## src/rtl/prog_loader_pkg.sv

```systemverilog
// Shared definitions for the program loader: FSM encoding, length-field width, byte order.
package prog_loader_pkg;

    localparam int CNT_W = 16;

    // First byte of each frame word lands in bits 7:0.
    localparam bit BYTE_LSB_FIRST = 1'b1;

    localparam logic [2:0] ST_IDLE   = 3'd0;
    localparam logic [2:0] ST_LEN_LO = 3'd1;
    localparam logic [2:0] ST_LEN_HI = 3'd2;
    localparam logic [2:0] ST_DATA   = 3'd3;
    localparam logic [2:0] ST_CSUM   = 3'd4;
    localparam logic [2:0] ST_START  = 3'd5;
    localparam logic [2:0] ST_RUN    = 3'd6;
    localparam logic [2:0] ST_ERROR  = 3'd7;

    typedef enum logic [2:0] {
        S_IDLE   = ST_IDLE,
        S_LEN_LO = ST_LEN_LO,
        S_LEN_HI = ST_LEN_HI,
        S_DATA   = ST_DATA,
        S_CSUM   = ST_CSUM,
        S_START  = ST_START,
        S_RUN    = ST_RUN,
        S_ERROR  = ST_ERROR
    } state_t;

    function automatic logic rx_state(input state_t s);
        return (s == S_LEN_LO) || (s == S_LEN_HI) || (s == S_DATA) || (s == S_CSUM);
    endfunction

endpackage

```

## src/rtl/prog_loader_byte_packer.sv

```systemverilog
// Assembles four accepted bytes into one instruction word and pulses word_ready with it.
module prog_loader_byte_packer
    import prog_loader_pkg::*;
#(
    parameter int WIDTH = 32
) (
    input  logic             clk,
    input  logic             reset,
    input  logic             clear,
    input  logic             in_valid,
    input  logic [7:0]       in_data,
    output logic [1:0]       byte_cnt,
    output logic             word_ready,
    output logic [WIDTH-1:0] word
);

    logic [WIDTH-1:0] asm_q;
    logic [WIDTH-1:0] placed;
    logic [1:0]       lane;

    assign lane = BYTE_LSB_FIRST ? byte_cnt : 2'd3 - byte_cnt;

    always_comb begin
        placed = asm_q;
        placed[{lane, 3'b000} +: 8] = in_data;
    end

    always_ff @(posedge clk or negedge reset) begin
        if (!reset) begin
            byte_cnt   <= 2'd0;
            asm_q      <= '0;
            word_ready <= 1'b0;
            word       <= '0;
        end else begin
            word_ready <= 1'b0;
            if (clear) begin
                // A restart throws away whatever partial word was collected.
                byte_cnt <= 2'd0;
                asm_q    <= '0;
            end else if (in_valid) begin
                byte_cnt <= byte_cnt + 2'd1;
                if (byte_cnt == 2'd3) begin
                    word       <= placed;
                    word_ready <= 1'b1;
                    asm_q      <= '0;
                end else begin
                    asm_q <= placed;
                end
            end
        end
    end

endmodule

```

## src/rtl/prog_loader.sv

```systemverilog
// Byte-stream program loader: length header, little-endian words into instruction memory,
// then releases the core with a go_contr pulse. PROG_LOADER_CHECKSUM_EN adds a trailing XOR byte.
module prog_loader
    import prog_loader_pkg::*;
#(
    parameter int WIDTH      = 32,
    parameter int ADDR_WIDTH = 12,
    parameter int BASE_ADDR  = 0
) (
    input  logic                  clk,
    input  logic                  reset,
    input  logic                  load_start,
    input  logic                  rx_valid,
    input  logic [7:0]            rx_data,
    output logic                  rx_ready,
    output logic                  mem_we,
    output logic [ADDR_WIDTH-1:0] mem_addr,
    output logic [WIDTH-1:0]      mem_wdata,
    output logic                  core_hold,
    output logic                  go_contr,
    output logic                  busy,
    output logic                  error
);

    localparam logic [ADDR_WIDTH-1:0] BASE = ADDR_WIDTH'(BASE_ADDR);
    localparam logic [CNT_W:0]        CAP  = (CNT_W+1)'(1) << (ADDR_WIDTH - 2);

`ifdef PROG_LOADER_CHECKSUM_EN
    localparam state_t S_AFTER = S_CSUM;
`else
    localparam state_t S_AFTER = S_START;
`endif

    state_t           state, nxt;
    logic [7:0]       n_lo;
    logic [CNT_W-1:0] n_len;
    logic [CNT_W-1:0] word_cnt;
    logic [CNT_W-1:0] len_in;
    logic [1:0]       byte_cnt;
    logic             take;
    logic             last_word;
    logic             last_byte;

    // A restart wins over a byte offered in the same cycle; that byte is dropped.
    assign take      = rx_valid & rx_ready & ~load_start;
    assign len_in    = {rx_data, n_lo};
    assign last_word = (word_cnt == n_len - CNT_W'(1));
    assign last_byte = (state == S_DATA) & take & (byte_cnt == 2'd3) & last_word;

`ifdef PROG_LOADER_CHECKSUM_EN
    logic [7:0] csum;

    always_ff @(posedge clk or negedge reset) begin
        if (!reset)
            csum <= 8'd0;
        else if (load_start)
            csum <= 8'd0;
        else if (take && state == S_DATA)
            csum <= csum ^ rx_data;
    end
`endif

    prog_loader_byte_packer #(.WIDTH(WIDTH)) u_packer (
        .clk        (clk),
        .reset      (reset),
        .clear      (load_start),
        .in_valid   (take && state == S_DATA),
        .in_data    (rx_data),
        .byte_cnt   (byte_cnt),
        .word_ready (mem_we),
        .word       (mem_wdata)
    );

    always_comb begin
        nxt = state;
        if (load_start) begin
            nxt = S_LEN_LO;
        end else begin
            case (state)
                S_LEN_LO: if (take) nxt = S_LEN_HI;
                S_LEN_HI: begin
                    if (take) begin
                        if (len_in == '0)
                            nxt = S_AFTER;
                        else if ({1'b0, len_in} > CAP)
                            nxt = S_ERROR;
                        else
                            nxt = S_DATA;
                    end
                end
                // Leave DATA on the write cycle of the final word.
                S_DATA: if (mem_we && last_word) nxt = S_AFTER;
`ifdef PROG_LOADER_CHECKSUM_EN
                S_CSUM: if (take) nxt = (rx_data == csum) ? S_START : S_ERROR;
`endif
                S_START: nxt = S_RUN;
                default: nxt = state;
            endcase
        end
    end

    always_ff @(posedge clk or negedge reset) begin
        if (!reset) begin
            state     <= S_IDLE;
            rx_ready  <= 1'b0;
            core_hold <= 1'b1;
            go_contr  <= 1'b0;
            busy      <= 1'b0;
            error     <= 1'b0;
            mem_addr  <= BASE;
            word_cnt  <= '0;
            n_lo      <= 8'd0;
            n_len     <= '0;
        end else begin
            state     <= nxt;
            // After the final data byte, hold off further bytes until the FSM moves on.
            rx_ready  <= rx_state(nxt) && !last_byte;
            core_hold <= !(nxt == S_START || nxt == S_RUN);
            go_contr  <= (nxt == S_START);
            busy      <= !(nxt == S_IDLE || nxt == S_RUN || nxt == S_ERROR);
            error     <= (nxt == S_ERROR);

            if (load_start) begin
                mem_addr <= BASE;
                word_cnt <= '0;
            end else if (mem_we) begin
                mem_addr <= mem_addr + ADDR_WIDTH'(4);
                word_cnt <= word_cnt + CNT_W'(1);
            end

            if (take && state == S_LEN_LO)
                n_lo <= rx_data;
            if (take && state == S_LEN_HI)
                n_len <= len_in;
        end
    end

endmodule

```

## config.mk

```make
export PLATFORM = sky130hd
export DESIGN_NAME = prog_loader
export DESIGN_NICKNAME = d
export VERILOG_FILES = /design/src/rtl/prog_loader_pkg.sv /design/src/rtl/prog_loader_byte_packer.sv /design/src/rtl/prog_loader.sv
export SDC_FILE = /design/constraint.sdc
export NUM_CORES = 1
export LEC_CHECK = 0
export CORE_MARGIN = 2
export CORE_UTILIZATION = 49
export CTS_CLUSTER_SIZE = 25
export DETAILED_ROUTE_END_ITERATION = 6
export DONT_BUFFER_PORTS = 1
export GPL_ROUTABILITY_DRIVEN = 0
export PLACE_DENSITY = 0.75
export REMOVE_ABC_BUFFERS = 1
export SETUP_SLACK_MARGIN = 0.3
export SLEW_MARGIN = 20
export SYNTH_ARGS = -nofsm -noshare
export SYNTH_HDL_FRONTEND = slang
export SYNTH_SLANG_ARGS = --single-unit
```

## constraint.sdc

```tcl
create_clock -name clk -period 2.4 [get_ports clk]
set_input_delay 0.24 -clock clk [delete_from_list [all_inputs] [get_ports clk]]
set_output_delay 0.24 -clock clk [all_outputs]
set_load 0.02 [all_outputs]
```

==> flow_summary.toml, run 1 <==
[layout]
ff_latch_area_sq_um = 3134
antenna_cells = 0
nets = 645
drive_above_1_share_pct = 19.94
area_delta_synth_final_pct = 18.53
num-fill-cells = 963
multi_input_area_sq_um = 2854
utilization_pct = 59.93

[clocking]
clkSinkCount = 125
cts_tree = "built"
clk_pin_slew_ns = 0.06
cts_buffer_depth = 2
cts_buffers = 17
worstSkewPairLatency_ns = 0.43
postCtsHoldBufs = 9
cts.htree.levels = 4
cts_root_buf = "clkbuf_16"

[routing]
final_antenna_net_count = 0
firstDrtPassIters = 5
drc = 0
vias_per_cell = 5.800
dr.first_iter.drc_count = 361
wl_mm = 14.90
wl_per_cell_um = 18.51
vias = 4669

[pwr]
p_leak_nw = 3.186
cellPowerDensity_nw_per_um2 = 829.5
ir_drop_v = 0.0004949

[yosys]
ys_seq_area_share_pct = 51.31
ys_types = 63
synth_edf_count = 0
avgSynthCellArea_sq_um = 10.25
yosys_warnings = 0
synth_cells = 595
ys_async_sr_fraction_pct = 100.0
synth_ff_type = "dfrtp_1"
yosys_register_bits = 125
netlist_area_sq_um = 6098

[critical_path]
slowest_delay_ns = 0.40
crit_type = "reg -> reg"
cp.arrival_ns = 2.73
endpoint_kind = "register"
cpMostUsedCell = "buf_4"
startpoint = "n_len[2]$_DFFE_PN0P_"
r2r_start = "n_len[2]$_DFFE_PN0P_"
cp_top_family = "simple AND/OR/NAND/NOR gates"
cp_max_fo = 5
crit_chain = "nor4_4 > buf_4 > and4_1 > a311oi_2 > a211oi_2 > and4b_4 > buf_4 > buf_6 > a21oi_4 > o21ba_2"
critPathSlowestCell = "dfrtp_1"
startpoint_type = "register"
critical_path_required_ns = 2.71
worstPathBufferInverterCount = 3

[placed_design]
port_buffers = 0
dp_hpwl_mm = 8.872

[global_route]
grt_max_degree = 126
grt_pass1_wl_mm = 24.15
grt_pass1_vias = 4688
grt-ovfl-total = 0
grt_use_total_pct = 23.56
antenna_found_initial = 0

[sta]
holdWs_ns = -0.4871
period_needed_ns = 2.416
timing.final.ws_setup_ns = -0.01572
clock_skew_ns = 0.005786
hold_violations = 125
finalMaxSlewViolations = 0
setup_viol = 2
slew_headroom_pct = 58.09
worst_slew_pin_slew_ns = 0.6286
post-route-period-util_pct = 100.7
max_freq_mhz = 414.0
grt_setup_unrepaired = "yes"

[floorplan]
fp.coreArea_sq_um = 12060
rows = 40
start_util_pct = 50.56
die_area_sq_um = 13350
die_h_um = 115.6
die_w_um = 115.6
num_io_pins = 62

[outcome]
violations = "negative hold slack, negative setup slack"
outcome = "finished, violations left"

[flow_run]
max-cap-violations = 0

[min_path]
hp-class = "in -> async"
==> flip-flops by register name, summed over array words and instances, names as in the netlist <==
register and cells:
u_packer.asm_q 32, state 3, word_cnt 16, go_contr 1, u_packer.word_ready 1, busy 1, n_lo 8, mem_addr 10
u_packer.word 32, error 1, n_len 16, core_hold 1, u_packer.byte_cnt 2, rx_ready 1
==> kinds of logic (layout without fill, tap and decap cells) <==
group	after synthesis	in the layout	share of synthesized area [%]
AOI/OAI and AO/OA	152	152	16.52
adders and majority gates	9	9	1.847
DFF	125	125	51.31
muxes	26	26	4.739
other	1	2	0.06149
xor gates and xnor gates	35	35	5.027
buffers and inverters	55	96	3.570
and+or+nand+nor	192	192	16.93
==> metrics by stage <==
step	cells	cell area [sq um]	TNS (ns)	total power (W)	setup slack, ns
2_1_floorplan	558	5948	-6.523	0.003028	-0.4455
3_5_place_dp	759	6409	-0.2025	0.003324	-0.1436
4_1_cts	804	7169	-0.03296	0.005940	-0.03296
6_report	805	7228	-0.02488	0.005996	-0.01572
3_3_place_gp	759	6409	-0.002244	0.003282	-0.002244
5_1_grt	805	7228	-0.3097	0.006230	-0.09053
==> power breakdown <==
part | switching, W | total [W] | leakage [nW] | internal (W)
clock network | 0.000966 | 0.00247 | 0.271 | 0.00151
logic | 0.000548 | 0.00112 | 1.26 | 0.000568
registers | 0.000155 | 0.00241 | 1.66 | 0.00225
total | 0.00167 | 0.00600 | 3.19 | 0.00433
==> what timing repair did <==
action / CTS / global route
endpoints found under the setup margin: 15 / 54
endpoints found under the hold margin: 205 / 125
gates resized for setup: 14 / 12
gates cloned: 1 / 0
setup buffers: 3 / 1
pin swaps: 6 / 4
==> final timing paths <==
path / cells after the start / slack [ns] / to
worst min register to register: 1 / 0.49 / u_packer.asm_q[10]$_DFFE_PN0P_
worst max register to register: 10 / -0.02 / state[1]$_DFF_PN0_
min in group clk: 2 / 0.01 / u_packer.word[23]$_DFFE_PN0P_
worst max-delay path: 10 / -0.02 / state[1]$_DFF_PN0_
worst min-delay path: 0 / -0.49 / mem_addr[11]$_DFFE_PN0N_
max in group asynchronous: 0 / 2.66 / core_hold$_DFF_PN1_
==> layout by cell type (no fill, tap or decap), drive strengths merged, types with 5 or more instances in the layout <==
master and count:
a21oi 44, a221oi 8, a22o 30, and3 10
buf 39, clkbuf 20, clkinvlp 5, dfrtp 124
dlygate4sd3 8, ha 9, inv 19, mux2 23
nand2 55, nand3 5, nand4 8, nor2 33
nor2b 33, nor3 10, nor4 11, o21ai 41
or3 5, xnor2 19, xor2 16
==> layer usage <==
metal	GRT usage (%)	vias to the layer above	routed length (um)
li1	-	2176	-
met1	30.17	2291	6386
met2	36.34	163	7048
met3	7.165	39	1034
met4	12.05	0	430
met5	0	-	0
==> final cells by class <==
cell class / count / share of cell area (%)
sequential: 125 / 43.36
multi-input combinational: 416 / 39.48
clock buffer: 20 / 6.457
timing repair buffer: 47 / 5.401
tap: 168 / 2.908
clock inverter: 12 / 1.506
inverter: 17 / 0.8828
==> synthesized netlist by cell type (3+ instances only) <==
master	count	share of area, %
a21oi_1	44	3.6
a221oi_1	8	1.1
a22o_1	30	4.3
a31oi_1	3	0.31
and3_1	10	1.0
and4_1	3	0.43
buf_1	4	0.25
buf_4	3	0.37
clkbuf_1	31	1.9
dfrtp_1	124	51
ha_1	9	1.8
inv_1	16	0.98
mux2_2	23	4.2
mux2i_1	3	0.49
nand2_1	55	3.4
nand2b_1	4	0.41
nand3_1	5	0.41
nand3b_1	4	0.49
nand4_1	7	0.72
nor2_1	33	2.0
nor2b_1	33	3.4
nor3_1	10	0.82
nor4_1	8	0.82
o21ai_0	37	3.0
o21ai_1	4	0.33
or3_1	5	0.51
xnor2_1	19	2.7
xor2_1	16	2.3
(Power assumes the default switching activity.)
==> run 2: changes to the inputs <==
Settings changed: CTS_CLUSTER_DIAMETER set to 50.
==> results of run 2 <==
Final layout, timing and power as in run 1 (identical DEF).
